[src/rtl/muldiv_pkg.sv]
// rtl/muldiv_pkg.sv - op encoding, FSM states and shared helpers for the HI/LO unit
package muldiv_pkg;

  localparam int ITER = 32;

  typedef enum logic [2:0] {
    OP_MULT  = 3'd0,
    OP_MULTU = 3'd1,
    OP_DIV   = 3'd2,
    OP_DIVU  = 3'd3,
    OP_MTHI  = 3'd4,
    OP_MTLO  = 3'd5
  } op_e;

  typedef enum logic [1:0] {
    IDLE = 2'd0,
    RUN  = 2'd1,
    FIX  = 2'd2
  } state_e;

  // Two's-complement magnitude when the operand is treated as signed.
  function automatic logic [ITER-1:0] magnitude(input logic [ITER-1:0] v, input logic sgn);
    return (sgn && v[ITER-1]) ? -v : v;
  endfunction

endpackage

[src/rtl/muldiv_iter.sv]
// rtl/muldiv_iter.sv - one radix-2 shift-add (multiply) or restoring shift-subtract (divide) step
module muldiv_iter
  import muldiv_pkg::*;
#(
  parameter int W = ITER
) (
  input  logic         mul,
  input  logic [W:0]   acc_hi,
  input  logic [W-1:0] acc_lo,
  input  logic [W-1:0] operand,
  output logic [W:0]   acc_hi_next,
  output logic [W-1:0] acc_lo_next
);

  logic [W:0]   sum;
  logic [W+1:0] trial;

  always_comb begin
    sum   = {1'b0, acc_hi[W-1:0]} + (acc_lo[0] ? {1'b0, operand} : '0);
    trial = {acc_hi, acc_lo[W-1]} - {2'b00, operand};
    if (mul) begin
      acc_hi_next = {1'b0, sum[W:1]};
      acc_lo_next = {sum[0], acc_lo[W-1:1]};
    end else begin
      // A borrow out of the trial subtraction means restore the shifted remainder.
      acc_lo_next = {acc_lo[W-2:0], ~trial[W+1]};
      acc_hi_next = trial[W+1] ? {acc_hi[W-1:0], acc_lo[W-1]} : trial[W:0];
    end
  end

endmodule

[src/rtl/muldiv_sequencer.sv]
// rtl/muldiv_sequencer.sv - iterative MULT/MULTU/DIV/DIVU sequencer owning the HI/LO registers
module muldiv_sequencer
  import muldiv_pkg::*;
#(
  parameter int WIDTH = ITER
) (
  input  logic             clk,
  input  logic             reset,
  input  logic             start,
  input  logic [2:0]       op,
  input  logic [WIDTH-1:0] op1,
  input  logic [WIDTH-1:0] op2,
  input  logic             rd_req,
  output logic             busy,
  output logic             stall,
  output logic             done,
  output logic [WIDTH-1:0] hi,
  output logic [WIDTH-1:0] lo
);

  localparam int CW = $clog2(WIDTH);

  state_e             state, state_next;
  logic [CW-1:0]      counter;
  logic [WIDTH:0]     acc_hi, iter_hi;
  logic [WIDTH-1:0]   acc_lo, iter_lo, operand;
  logic               is_mul, neg_main, neg_rem;
  logic               load, step, finish, wr_hi, wr_lo;
  logic               arith_op, mul_op, signed_op;
  logic [WIDTH-1:0]   mag1, mag2, quotient, remainder;
  logic [2*WIDTH-1:0] product;

  assign mul_op    = (op == OP_MULT) || (op == OP_MULTU);
  assign signed_op = (op == OP_MULT) || (op == OP_DIV);
  assign arith_op  = mul_op || (op == OP_DIV) || (op == OP_DIVU);
  assign mag1      = magnitude(op1, signed_op);
  assign mag2      = magnitude(op2, signed_op);

  assign busy  = (state != IDLE);
  assign stall = busy & (start | rd_req);

  always_ff @(posedge clk or posedge reset) begin
    if (reset) state <= IDLE;
    else       state <= state_next;
  end

  always_comb begin
    state_next = state;
    load       = 1'b0;
    step       = 1'b0;
    finish     = 1'b0;
    wr_hi      = 1'b0;
    wr_lo      = 1'b0;
    case (state)
      IDLE: begin
        if (start && arith_op) begin
          load       = 1'b1;
          state_next = RUN;
        end else if (start) begin
          wr_hi = (op == OP_MTHI);
          wr_lo = (op == OP_MTLO);
        end
      end
      RUN: begin
        step = 1'b1;
        if (counter == '0) state_next = FIX;
      end
      FIX: begin
        finish     = 1'b1;
        state_next = IDLE;
      end
      default: state_next = IDLE;
    endcase
  end

  muldiv_iter #(.W(WIDTH)) u_iter (
    .mul         (is_mul),
    .acc_hi      (acc_hi),
    .acc_lo      (acc_lo),
    .operand     (operand),
    .acc_hi_next (iter_hi),
    .acc_lo_next (iter_lo)
  );

  always_comb begin
    product   = {acc_hi[WIDTH-1:0], acc_lo};
    if (neg_main) product = -product;
    quotient  = neg_main ? -acc_lo : acc_lo;
    remainder = neg_rem ? -acc_hi[WIDTH-1:0] : acc_hi[WIDTH-1:0];
  end

  always_ff @(posedge clk or posedge reset) begin
    if (reset) begin
      counter  <= '0;
      acc_hi   <= '0;
      acc_lo   <= '0;
      operand  <= '0;
      is_mul   <= 1'b0;
      neg_main <= 1'b0;
      neg_rem  <= 1'b0;
      done     <= 1'b0;
      hi       <= '0;
      lo       <= '0;
    end else begin
      done <= finish;
      if (load) begin
        counter  <= CW'(WIDTH - 1);
        acc_hi   <= '0;
        is_mul   <= mul_op;
        acc_lo   <= mul_op ? mag2 : mag1;
        operand  <= mul_op ? mag1 : mag2;
        // A zero divisor leaves the all-ones quotient unsigned; the remainder sign still restores op1.
        neg_main <= signed_op && (op1[WIDTH-1] ^ op2[WIDTH-1]) && (mul_op || (op2 != '0));
        neg_rem  <= signed_op && op1[WIDTH-1];
      end else if (step) begin
        acc_hi <= iter_hi;
        acc_lo <= iter_lo;
        if (counter != '0) counter <= counter - 1'b1;
      end else if (finish) begin
        if (is_mul) begin
          hi <= product[2*WIDTH-1:WIDTH];
          lo <= product[WIDTH-1:0];
        end else begin
          hi <= remainder;
          lo <= quotient;
        end
      end
      if (wr_hi) hi <= op1;
      if (wr_lo) lo <= op1;
    end
  end

endmodule

[config.mk]
export PLATFORM = sky130hd
export DESIGN_NAME = muldiv_sequencer
export DESIGN_NICKNAME = d
export VERILOG_FILES = /design/src/rtl/muldiv_pkg.sv /design/src/rtl/muldiv_iter.sv /design/src/rtl/muldiv_sequencer.sv
export SDC_FILE = /design/constraint.sdc
export NUM_CORES = 1
export LEC_CHECK = 0
export BUFFER_PORTS_ARGS = -buffer_cell sky130_fd_sc_hd__buf_2
export CAP_MARGIN = 0
export CORE_MARGIN = 2
export CORE_UTILIZATION = 35
export CTS_BUF_LIST = sky130_fd_sc_hd__clkbuf_2 sky130_fd_sc_hd__clkbuf_4 sky130_fd_sc_hd__clkbuf_8
export CTS_CLUSTER_SIZE = 40
export DETAILED_ROUTE_END_ITERATION = 16
export GPL_ROUTABILITY_DRIVEN = 0
export PLACE_DENSITY_LB_ADDON = 0.05
export SKIP_LAST_GASP = 1
export SLEW_MARGIN = 20
export SYNTH_ARGS = -nofsm -noshare
export SYNTH_HDL_FRONTEND = slang
export SYNTH_SLANG_ARGS = --single-unit
[constraint.sdc]
create_clock -name clk -period 8.95 [get_ports clk]
set_input_delay 0.4475 -clock clk [delete_from_list [all_inputs] [get_ports clk]]
set_output_delay 0.4475 -clock clk [all_outputs]
set_load 0.05 [all_outputs]
Yosys cells after proc, flatten, opt, wreduce, memory -nomap -nowiden
Cells that the tools add are included.

operators by class
  add/subtract/negate cells = 8
  eq/ne operators = 13
  mux-type cells = 41
  bitwise logic cells = 4
  reductions and logical operators = 24

operators by type and width
  operator             number
  $mux 32              20
  $mux 33              4
  $neg 32->32          4
  $mux 64              1
  $neg 64->64          1
  $sub 34x32->34       1
  $add 32x33->33       1
  $reduce_bool 32->1   1
  $mux 5               3
  $mux 1               10
  $reduce_bool 2->1    5
  $ne 2x1->1 const B   4
  $eq 3x2->1 const B   2
  $eq 3x3->1 const B   2
  $reduce_and 3->1     2
  $logic_and 1x1->1    5
  $logic_not 5->1      1
  $logic_or 1x1->1     5
  $reduce_bool 5->1    1
  $sub 5x1->5 const B  1
  $mux 2               2
  $ne 2x2->1 const B   2
  $pmux 2 s2           1
  $reduce_and 2->1     2
  other kinds (9)      9

storage, ports and cells
  register bits = 172
  output and inout bits = 67
  logic and storage cells = 101

Longest topological paths before layout
Gate-level depths: netlist of the first run.

  depth after elaboration = 9
  depth in mapped cells = 14
  gate-level depth less buffers = 13

Modules after synthesis
Synthesis of the first run repeated with hierarchy kept, for this count alone.

second synthesis, totals
  cells, all modules = 2018
  area total of the unflattened synthesis = 16002.8 um2

by module, submodules not included
  module            times used  cells an instance  area each (um2)  seq. area each (um2)
  muldiv_sequencer  1           1346               11267.1          4304.1
  muldiv_iter       1           672                4735.8           0.0

Worst setup path before layout of the first run
OpenSTA, ideal clock, no wires.

  kind = reg-to-reg
  start = register acc_lo[0]
  end = register acc_hi[25]
  arrival time = 3078 ps
  data required time = 8819 ps
  setup slack = 5741 ps
  stages on the path, launching flop included = 14
  clock period less this slack = 3209 ps
  path through = dfrtp_1 > inv_1 > clkbuf_1 > nor2_1 > ha_1 > a21o_1 > or3_1 > o22a_1 > o211ai_1 > a31oi_1 > o2111ai_1 > a21boi_0 > mux2_2 > or3_1

on the way
  word-level cells in the longest chain between the ends = 5

RTL lines
  what                      line                     RTL
  start: declaration        muldiv_sequencer.sv:26   logic [WIDTH-1:0] acc_lo, iter_lo, operand;
  start signal: assignment  muldiv_sequencer.sv:110  acc_lo <= mul_op ? mag2 : mag1;
  start signal: assignment  muldiv_sequencer.sv:117  acc_lo <= iter_lo;
  $mux 32                   muldiv_iter.sv:19        sum = {1'b0, acc_hi[W-1:0]} + (acc_lo[0] ? {1'b0, operand} : '0);
  $add 32x33->33            muldiv_iter.sv:19
  $mux 33                   muldiv_iter.sv:21        if (mul) begin
  $mux 33                   muldiv_sequencer.sv:115  end else if (step) begin
  $mux 33                   muldiv_sequencer.sv:106  if (load) begin
  end signal: assignment    muldiv_sequencer.sv:116  acc_hi <= iter_hi;
  end: declaration          muldiv_sequencer.sv:25   logic [WIDTH:0] acc_hi, iter_hi;

Every way passes these cells. The select of a mux whose other input is x is not followed.
A chain may end at the register's enable or synchronous reset.

Worst setup path after layout of the first run
  start = register acc_lo[0]
  end = register acc_hi[31]

The elaborated chain is that of the path after synthesis.

==> reports/metrics.yaml, run 1 <==
yosys:
  synthMuxAreaShare: 0.0428
  synth_top_flop_cell: "dfrtp_1"
  netlist_area_mm2: 0.0148
  synthArstFlopShare: 1.00
  synthAdderAreaFrac: 0.0619
  synth-simple-area-share: 0.176
  synth_warnings: 0
  ys_ff_latch: 172
  synthCells: 1845
  ys_types: 88
  synth-seq-area-share: 0.291
  synth_compound_area_frac: 0.277
  avgSynthCellArea_um2: 8.02
  synth-xor-area-share: 0.102
  synth_edf_count: 0
  synth_top_family_by_area: "compound AO/OA/AOI/OAI gates"
  synth_nets: 1988
run:
  drv_cap: 0
clock_tree:
  cts.repair.resized: 0
  worstSkewPairLatency_ns: 0.54
  cts-root-buf: "clkbuf_8"
  h-tree-depth: 4
  cts_setup_buffers: 0
  cts_max_path_buffers: 2
  clkTransAtPathRegs_ns: 0.10
  cts_hold_buf: 0
  numCtsBuffers: 17
  clock_sinks: 172
  cts_tree: "done"
placed_design:
  dp_hpwl_mm: 46.0
  dpl_cell_area_mm2: 0.0159
  port_buffers: 137
sta:
  finalCritPeriodShare: 0.442
  rsz0062_at_grt: "false"
  fin_crit_ns: 3.96
  hold_viol_final: 0
  setup_violations: 0
  fmax_mhz: 253
  slew_violations: 0
  worst_pin_slew_ns: 1.05
  slew_headroom: 0.299
  skew_ns: 0.0288
  fin_setup_tns_ns: 0
finish:
  layout_commonest_cell: "o21ai_0"
  final_cell_mix: "o21ai_0 (185), dfrtp_1 (171), nor2_1 (167), nand2_1 (166), a21oi_1 (142)"
  n_antenna_cell: 0
  post-route-util: 0.390
  final_cell_area_mm2: 0.0163
  final_nets: 2046
  drive_gt1_frac: 0.121
  area_delta_synth_final_pct: 10.2
power_and_ir_drop:
  p_leak_uw: 0.00706
  ir_drop_mv: 0.288
  powerDensity_mw_per_mm2: 436
route:
  wl_per_cell_um: 24.5
  antenna_left: 0
  vias_per_cell: 5.86
  drt_wl_total_mm: 60.2
  vias: 14379
  drt-initial-drc-count: 1033
  drc: 0
  dr.pass1.iters: 7
min_path:
  hp-class: "in2async"
floorplanning:
  die_width_um: 210
  die_h_um: 210
  fp-row-count: 75
  core_mm2: 0.0419
  die_area_mm2: 0.0439
  ios: 138
  floorplan.initialDensity: 0.354
setup_path:
  startpoint: "acc_lo[0]$_DFFE_PP0P_"
  endpoint_kind: "register"
  r2r-start: "acc_lo[0]$_DFFE_PP0P_"
  worstSetupPathType: "reg2reg"
  cp_max_fo: 32
  crit_arrival_ns: 4.35
  crit_path_start_kind: "register"
  crit_required_ns: 9.34
grt:
  grt_max_degree: 117
  grt_pass1_wl_mm: 90.3
  grt_pass1_vias: 13705
  grt_use_total: 0.275
  antenna_found_initial: 0
  overflow: 0
run_status:
  status: "complete, no violations"
## synth_stat cells (8+ instances only)
library cell  count  area, µm²
ha_1             70        876
a31oi_1          15       93.8
or4_1             8       60.1
o41ai_1          10       87.6
nor3_1           32        160
a22oi_1          73        548
dfrtp_1         172       4300
nand4_1          11       68.8
inv_1            65        244
nor2_1          174        653
o211ai_1         57        428
nor4_1           14       87.6
nand2_1         166        623
a21o_1           29        218
o31ai_1          21        158
xnor2_1          75        657
nand3_1          24        120
o21bai_1         11       82.6
a211oi_1          8       60.1
nand2b_1         21        131
o21ai_1          20        100
o221ai_1          9       78.8
o21a_1           10       75.1
a21oi_1         142        711
and3_1           15       93.8
nor2b_1          13       81.3
xor2_1           98        858
or3_1            14       87.6
clkbuf_1         97        364
mux2i_1          61        611
o21ai_0         185        926
## worst paths after layout
kind	endpoint	slack, ns	depth (start not counted)
min	lo[7]$_DFFE_PP0P_	0.10	2
max in group asynchronous	is_mul$_DFFE_PP0P_	7.40	3
max reg2reg	acc_hi[31]$_DFFE_PP0P_	4.99	13
min reg2reg	operand[16]$_DFFE_PP0P_	0.50	2
max	acc_hi[31]$_DFFE_PP0P_	4.99	13
min in group clk	is_mul$_DFFE_PP0P_	0.17	2
## state kept, by name, indices dropped and copies added, names as in the netlist
| signal | count |
|---|---|
| is_mul | 1 |
| neg_rem | 1 |
| lo | 32 |
| state | 2 |
| counter | 5 |
| done | 1 |
| operand | 32 |
| acc_lo | 32 |
| neg_main | 1 |
| hi | 32 |
| acc_hi | 33 |
## logic make-up after synthesis
group / after synthesis
compound gates: 646
fa+ha+maj: 72
mux: 63
simple gates: 538
flops: 172
buf+inv: 181
xor+xnor: 173
## worst max-delay path, cell delays in order, from the launching register on
cell and delay (ns):
dfrtp_1 0.50, inv_1 0.09, buf_4 0.39, nor2_1 0.09, ha_1 0.35, a21o_1 0.21
or3_1 0.31, o22a_1 0.27, o211ai_1 0.45, a31oi_1 0.22, o21bai_1 0.29, a21oi_1 0.11
nor4b_1 0.40, o41ai_2 0.13
## through the flow
stage               total power, µW  hold slack (ns)  setup slack, ns  std cells
floorplan                      5040            0.450             3.84       1845
global placement               6420            0.466             5.07       2423
detailed placement             6400            0.479             5.10       2423
CTS                            7090            0.126             5.06       2455
global route                   7660            0.157             4.84       2455
finish                         7110            0.103             4.99       2455
## area by class of cell
cell class,count,area [µm²]
clock buffers,18,241
fillers,4386,25500
well taps,539,674
repair buffers,154,816
inverters,66,255
multi-input cells,1492,9820
clock inverters,14,204
flip-flops and latches,172,4310
## where the power goes
part / leakage, µW / internal, µW / switching, µW / total (µW)
registers: 0.00210 / 1130 / 476 / 1600
logic: 0.00474 / 1780 / 3060 / 4840
clock network: 0.000220 / 313 / 353 / 666
## layer usage
| layer | share of wire | track usage | wire, µm | vias up |
|---|---|---|---|---|
| li1 | - | - | - | 6838 |
| met1 | 0.46 | 0.380 | 27500 | 7082 |
| met2 | 0.48 | 0.453 | 28700 | 397 |
| met3 | 0.036 | 0.0202 | 2160 | 62 |
| met5 | 0 | 0 | 0 | - |
| met4 | 0.030 | 0.0976 | 1830 | 0 |
Note: power is estimated with default switching activity, not from simulation.
==> run 2: changes to the inputs <==
==> constraint.sdc (replaced) <==
create_clock -name clk -period 4 [get_ports clk]
set_input_delay 0.2 -clock clk [delete_from_list [all_inputs] [get_ports clk]]
set_output_delay 0.2 -clock clk [all_outputs]
set_load 0.05 [all_outputs]
==> run 2 against run 1 <==
  * Critical path depth fell by 2
  * First-iteration DRC count fell by 2.1%
  * Sequential power rose by 120%
  * Maximum frequency rose by 9.6%
  * Die area did not move
  * Routed wire length rose by 0.58%
  * Clock power rose by 120%
  * Count of clock-buffer cells in the layout rose by 2
  * Combinational power rose by 130%
  * Final cell count rose by 1.7%
  * Sequential share of layout area fell by 0.55 points
  * Non-clock buffer count rose by 41
  * Critical path type unchanged
  * Highest routed layer unchanged
==> reports/metrics.yaml, run 2 (synthesis results as in run 1) <==
clock_tree:
  numCtsBuffers: 17  # unchanged
  clock_sinks: 172  # unchanged
  cts_max_path_buffers: 2  # unchanged
  h-tree-depth: 4  # unchanged
  cts_tree: "done"  # unchanged
  cts.repair.resized: 0  # unchanged
  cts-root-buf: "clkbuf_8"  # unchanged
  clkTransAtPathRegs_ns: 0.11  # was 0.10 ns
  worstSkewPairLatency_ns: 0.53  # was 0.54 ns
setup_path:
  crit_arrival_ns: 4.03  # was 4.35 ns
  endpoint_kind: "register"  # unchanged
  r2r_setup_slack_ns: 0.39  # was 4.99 ns
  worstSetupPathType: "reg2reg"  # unchanged
  startpoint: "acc_hi[22]$_DFFE_PP0P_"  # was acc_lo[0]$_DFFE_PP0P_
  r2r-start: "acc_hi[22]$_DFFE_PP0P_"  # was acc_lo[0]$_DFFE_PP0P_
  rr_worst_depth: 11  # was 13
  r2r_end: "acc_hi[2]$_DFFE_PP0P_"  # was acc_hi[31]$_DFFE_PP0P_
  crit_path_start_kind: "register"  # unchanged
  crit_required_ns: 4.42  # was 9.34 ns
  cp_max_fo: 16  # was 32
floorplanning:
  floorplan.initialDensity: 0.354  # unchanged
  fp-row-count: 75  # unchanged
  die_area_mm2: 0.0439  # unchanged
  die_h_um: 210  # unchanged
  core_mm2: 0.0419  # unchanged
  die_width_um: 210  # unchanged
  ios: 138  # unchanged
min_path:
  min_path_cells: 3
  hp-class: "in2reg"  # was in2async
  worstHoldStart: "op1[11]"
  hold_end: "hi[11]$_DFFE_PP0P_"
finish:
  n_antenna_cell: 0  # unchanged
  final_nets: 2087  # was 2046
  area_delta_synth_final_pct: 12.6  # was 10.2%
  top_register: "acc_hi"  # unchanged
  post-route-util: 0.398  # was 0.390
  final_cell_mix: "o21ai_0 (185), dfrtp_1 (171), nor2_1 (168), nand2_1 (166), a21oi_1 (142)"  # was o21ai_0 (185), dfrtp_1 (171), nor2_1 (167), nand2_1 (166), a21oi_1 (142)
  drive_gt1_frac: 0.137  # was 0.121
  largest_reg_flops: 33  # unchanged
  layout_commonest_cell: "o21ai_0"  # unchanged
power_and_ir_drop:
  p_int_uw: 7410  # was 3220 µW
  powerDensity_mw_per_mm2: 967  # was 436 mW/mm²
  ir_drop_mv: 0.454  # was 0.288 mV
  switchingPower_uw: 8690  # was 3880 µW
  p_leak_uw: 0.00726  # was 0.00706 µW
  p_total_uw: 16100  # was 7110 µW
  pwr-share-clk: 0.089  # was 0.094
  comb_power_share: 0.695  # was 0.681
  seq_power_share: 0.216  # was 0.226
  swShare: 0.540  # was 0.547
route:
  vias: 14421  # was 14379
  met3_length_mm: 2.15  # was 2.16 mm
  drt_wl_total_mm: 60.6  # was 60.2 mm
  vias_per_cell: 5.78  # was 5.86
  wl_per_cell_um: 24.3  # was 24.5 µm
  antenna_left: 0  # unchanged
  drt-initial-drc-count: 1011  # was 1033
  wl_met2_mm: 28.5  # was 28.7 mm
  m1WireLength_mm: 27.8  # was 27.5 mm
  dr.pass1.iters: 5  # was 7
  highest-signal-layer: "met4"  # unchanged
  drc: 0  # unchanged
sta:
  hold_viol_final: 0  # unchanged
  finalCritPeriodShare: 0.902  # was 0.442
  fmax_mhz: 277  # was 253 MHz
  worst_pin_slew_ns: 0.940  # was 1.05 ns
  setup_violations: 0  # unchanged
  fin_crit_ns: 3.61  # was 3.96 ns
  rsz0062_at_grt: "false"  # unchanged
  skew_ns: 0.0211  # was 0.0288 ns
  slew_headroom: 0.374  # was 0.299
  fin_setup_tns_ns: 0  # unchanged
  slew_violations: 0  # unchanged
grt:
  grt_use_total: 0.275  # about the same
  grt_pass1_wl_mm: 90.4  # was 90.3 mm
  grt_pass1_vias: 13896  # was 13705
  grt_max_degree: 104  # was 117
  antenna_found_initial: 0  # unchanged
  overflow: 0  # unchanged
placed_design:
  dp_hpwl_mm: 47.2  # was 46.0 mm
  port_buffers: 137  # unchanged
run_status:
  status: "complete, no violations"  # unchanged
run:
  drv_cap: 0  # unchanged
-- run 2: changes by cell type in the layout (fill, tap and decap cells not counted), sizes merged --
cell / previous run / this run
buf: 154 / 191
clkbuf: 18 / 20
clkinv: 3 / 5
clkinvlp: 2 / 3
bufinv: 4 / 3
dlygate4sd3: 0 / 4
inv: 71 / 67
-- run 2: metrics by stage --
stage / hold WS [ns] / worst slack, ns / instance area [µm²] / std cells
floorplan: 0.323 / 0.791 / 14800 / 1845
global placement: 0.470 / 0.484 / 16200 / 2459
detailed placement: 0.474 / 0.447 / 16200 / 2459
CTS: 0.000535 / 0.429 / 16600 / 2495
global route: 0.0277 / 0.154 / 16700 / 2496
finish: 0.0368 / 0.392 / 16700 / 2496
-- run 2: repair_timing --
action | CTS | global route
hold buffers | 4 | 0
endpoints found under the hold margin | 47 | 0
setup buffers | 0 | 0
-- run 2: area by class of cell --
class / instances / area, µm²
Inverter: 66 / 251
Tap cell: 539 / 674
Multi-Input combinational cell: 1492 / 9810
Sequential cell: 172 / 4310
Clock buffer: 20 / 275
Fill cell: 4414 / 25200
Timing Repair Buffer: 195 / 1180
Clock inverter: 12 / 159
-- run 2: routing by layer --
metal / vias to the layer above / track usage
met1: 7077 / 0.373
met3: 67 / 0.0218
met2: 367 / 0.455
li1: 6910 / -
met5: - / 0
met4: 0 / 0.109
-- run 2: worst max-delay path, cell delays in order (launching register included) --
cell and delay, ns:
dfrtp_1 0.48, ha_1 0.54, nand3_1 0.21, nor2_1 0.23
nor4b_2 0.23, a31oi_1 0.08, a2111o_1 0.49, a221oi_4 0.25
buf_4 0.30, buf_4 0.29, a211oi_1 0.10, a221o_1 0.29
-- run 2: power by group through the flow --
stage	registers [µW]	clock network, µW	logic (µW)
after floorplan	3900	0	7370
after global routing	3570	1530	12300
after detailed placement	3500	0	11100
after CTS	3470	1460	11100
final	3470	1440	11200
after global placement	3490	0	11100
-- run 2: worst max path at each step --
| stage | to | slack (ns) | depth (start not counted) |
|---|---|---|---|
| after floorplan | acc_hi[25]$_DFFE_PP0P_ | 0.79 | 13 |
| after global placement | acc_hi[2]$_DFFE_PP0P_ | 0.48 | 11 |
| after detailed placement | acc_hi[2]$_DFFE_PP0P_ | 0.45 | 11 |
| after CTS | acc_hi[20]$_DFFE_PP0P_ | 0.43 | 11 |
| after global routing | acc_hi[31]$_DFFE_PP0P_ | 0.15 | 14 |
| final | acc_hi[2]$_DFFE_PP0P_ | 0.39 | 11 |
==> run 3: changes to the inputs <==
--- a/config.mk
+++ b/config.mk
@@ -13,7 +13,7 @@
 export CTS_CLUSTER_SIZE = 40
 export DETAILED_ROUTE_END_ITERATION = 16
 export GPL_ROUTABILITY_DRIVEN = 0
-export PLACE_DENSITY_LB_ADDON = 0.05
+export PLACE_DENSITY = 0.55
 export SKIP_LAST_GASP = 1
 export SLEW_MARGIN = 20
 export SYNTH_ARGS = -nofsm -noshare
==> run 3 against run 2 <==
  * The flow now finishes with violations (negative hold slack)
  * Non-clock buffer count fell by 25
  * Utilization fell by 0.67 points
  * Setup slack got worse by 0.0082 ns
  * Via count rose by 0.17%
  * Global-route usage fell by 2.3 points
  * Total power fell by 3.2%
  * Clock skew fell by 0.0049 ns
  * Count of clock-buffer cells in the layout fell by 3
  * First-iteration DRC count rose by 25%
  * Die area did not move
  * Sequential power rose by 1%
==> reports/metrics.yaml, run 3 (synthesis results as in run 1) <==
clock_tree:
  h-tree-depth: 4  # unchanged
  cts_tree: "done"  # unchanged
  clkTransAtPathRegs_ns: 0.11  # about the same
  cts_max_path_buffers: 2  # unchanged
  numCtsBuffers: 17  # unchanged
  worstSkewPairLatency_ns: 0.52  # was 0.53 ns
  cts-root-buf: "clkbuf_8"  # unchanged
  cts.repair.resized: 0  # unchanged
  clock_sinks: 172  # unchanged
route:
  drc: 0  # unchanged
  antenna_left: 0  # unchanged
  vias_per_cell: 5.84  # was 5.78
  drt_wl_total_mm: 56.0  # was 60.6 mm
  wl_per_cell_um: 22.7  # was 24.3 µm
  dr.pass1.iters: 5  # unchanged
  drt-initial-drc-count: 1259  # was 1011
  vias: 14445  # was 14421
grt:
  grt_max_degree: 173  # was 104
  antenna_found_initial: 2  # was 0
  grtUsageMet3: 0.0265  # was 0.0218
  overflow: 0  # unchanged
  grt_pass1_vias: 13733  # was 13896
  grt_pass1_wl_mm: 84.4  # was 90.4 mm
  met2_usage: 0.421  # was 0.455
  met1_usage: 0.329  # was 0.373
  grt_use_total: 0.252  # was 0.275
  grt-busiest-layer: "met2"  # unchanged
sta:
  setup_slack_ns: 0.384  # was 0.392 ns
  worst_pin_slew_ns: 1.03  # was 0.940 ns
  setup_violations: 0  # unchanged
  fin_crit_ns: 3.62  # was 3.61 ns
  fmax_mhz: 277  # about the same
  rsz0062_at_grt: "false"  # unchanged
  skew_ns: 0.0161  # was 0.0211 ns
  fin_setup_tns_ns: 0  # unchanged
  slew_headroom: 0.314  # was 0.374
  hold_ws_ns: -0.0636  # was 0.0368 ns
  slew_violations: 0  # unchanged
  hold_viol_final: 49  # was 0
  finalCritPeriodShare: 0.904  # was 0.902
run:
  drv_cap: 0  # unchanged
floorplanning:
  die_h_um: 210  # unchanged
  fp-row-count: 75  # unchanged
  ios: 138  # unchanged
  core_mm2: 0.0419  # unchanged
  floorplan.initialDensity: 0.354  # unchanged
  die_area_mm2: 0.0439  # unchanged
  die_width_um: 210  # unchanged
setup_path:
  crit_arrival_ns: 4.02  # was 4.03 ns
  crit_path_start_kind: "register"  # unchanged
  cp_max_fo: 11  # was 16
  r2r_end: "acc_hi[25]$_DFFE_PP0P_"  # was acc_hi[2]$_DFFE_PP0P_
  endpoint_kind: "register"  # unchanged
  r2r_setup_slack_ns: 0.38  # was 0.39 ns
  worstSetupPathType: "reg2reg"  # unchanged
  r2r-start: "acc_hi[0]$_DFFE_PP0P_"  # was acc_hi[22]$_DFFE_PP0P_
  crit_required_ns: 4.41  # was 4.42 ns
  rr_worst_depth: 12  # was 11
power_and_ir_drop:
  p_leak_uw: 0.00711  # was 0.00726 µW
  ir_drop_mv: 0.341  # was 0.454 mV
  powerDensity_mw_per_mm2: 952  # was 967 mW/mm²
placed_design:
  port_buffers: 137  # unchanged
  dp_hpwl_mm: 42.7  # was 47.2 mm
  dp_slack_ns: 0.429  # was 0.447 ns
min_path:
  hp-class: "in2async"  # was in2reg
run_status:
  status: "complete, but fails checks"  # was complete, no violations
  violations: "negative hold slack"
finish:
  final_cell_mix: "o21ai_0 (185), dfrtp_1 (171), nor2_1 (168), nand2_1 (166), a21oi_1 (142)"  # unchanged
  largest_reg_flops: 33  # unchanged
  drive_gt1_frac: 0.127  # was 0.137
  top_register: "acc_hi"  # unchanged
  final_nets: 2062  # was 2087
  area_delta_synth_final_pct: 10.7  # was 12.6%
  post-route-util: 0.391  # was 0.398
  layout_commonest_cell: "o21ai_0"  # unchanged
run 3: stage by stage:
stage / area [µm²] / total power (µW) / hold slack [ns] / std cells
floorplan: 14800 / 11300 / 0.323 / 1845
global placement: 16000 / 14100 / 0.469 / 2438
detailed placement: 16000 / 14200 / 0.476 / 2438
CTS: 16400 / 15500 / 0.000000278 / 2471
global route: 16400 / 16800 / 0.0290 / 2471
finish: 16400 / 15600 / -0.0636 / 2472
run 3: area by class of cell:
type,count,area (µm²)
Tap cell,539,674
Fill cell,4362,25500
Sequential cell,172,4310
Inverter,66,251
Timing Repair Buffer,170,963
Antenna cell,1,2.50
Clock buffer,17,234
Clock inverter,15,141
Multi-Input combinational cell,1492,9800
run 3: critical path, stage by stage (launching register included):
cell and delay, ns:
dfrtp_1 0.67, ha_1 0.29, inv_1 0.07, fa_1 0.38
nand2b_1 0.21, a21oi_1 0.21, o22a_1 0.25, o211ai_1 0.18
a31oi_1 0.26, o2111ai_1 0.13, a21boi_0 0.23, mux2_2 0.35
or3_1 0.29
run 3: power breakdown:
| group | leakage, µW | total [µW] | switching, µW | internal (µW) |
|---|---|---|---|---|
| Sequential | 0.00210 | 3520 | 997 | 2520 |
| Combinational | 0.00482 | 10800 | 6710 | 4090 |
| Clock | 0.000193 | 1270 | 805 | 464 |
run 3: layer usage:
layer | vias to the layer above | share of wire
met2 | 494 | 0.48
li1 | 6858 | -
met3 | 86 | 0.050
met1 | 7007 | 0.43
met5 | - | 0
met4 | 0 | 0.044
run 3: timing repair:
action                                 in CTS  in global routing
hold buffers                                1                  0
endpoints found under the hold margin       1                  0
setup buffers                               0                  0
run 3: worst max path at each step:
stage | end | from | slack [ns] | cells past startpoint
global route | acc_hi[25]$_DFFE_PP0P_ | acc_hi[0]$_DFFE_PP0P_ | 0.18 | 12
CTS | acc_hi[25]$_DFFE_PP0P_ | acc_hi[0]$_DFFE_PP0P_ | 0.42 | 12
detailed placement | acc_hi[25]$_DFFE_PP0P_ | acc_hi[0]$_DFFE_PP0P_ | 0.43 | 12
finish | acc_hi[25]$_DFFE_PP0P_ | acc_hi[0]$_DFFE_PP0P_ | 0.38 | 12
floorplan | acc_hi[25]$_DFFE_PP0P_ | acc_lo[0]$_DFFE_PP0P_ | 0.79 | 13
global placement | acc_hi[25]$_DFFE_PP0P_ | acc_hi[0]$_DFFE_PP0P_ | 0.48 | 12
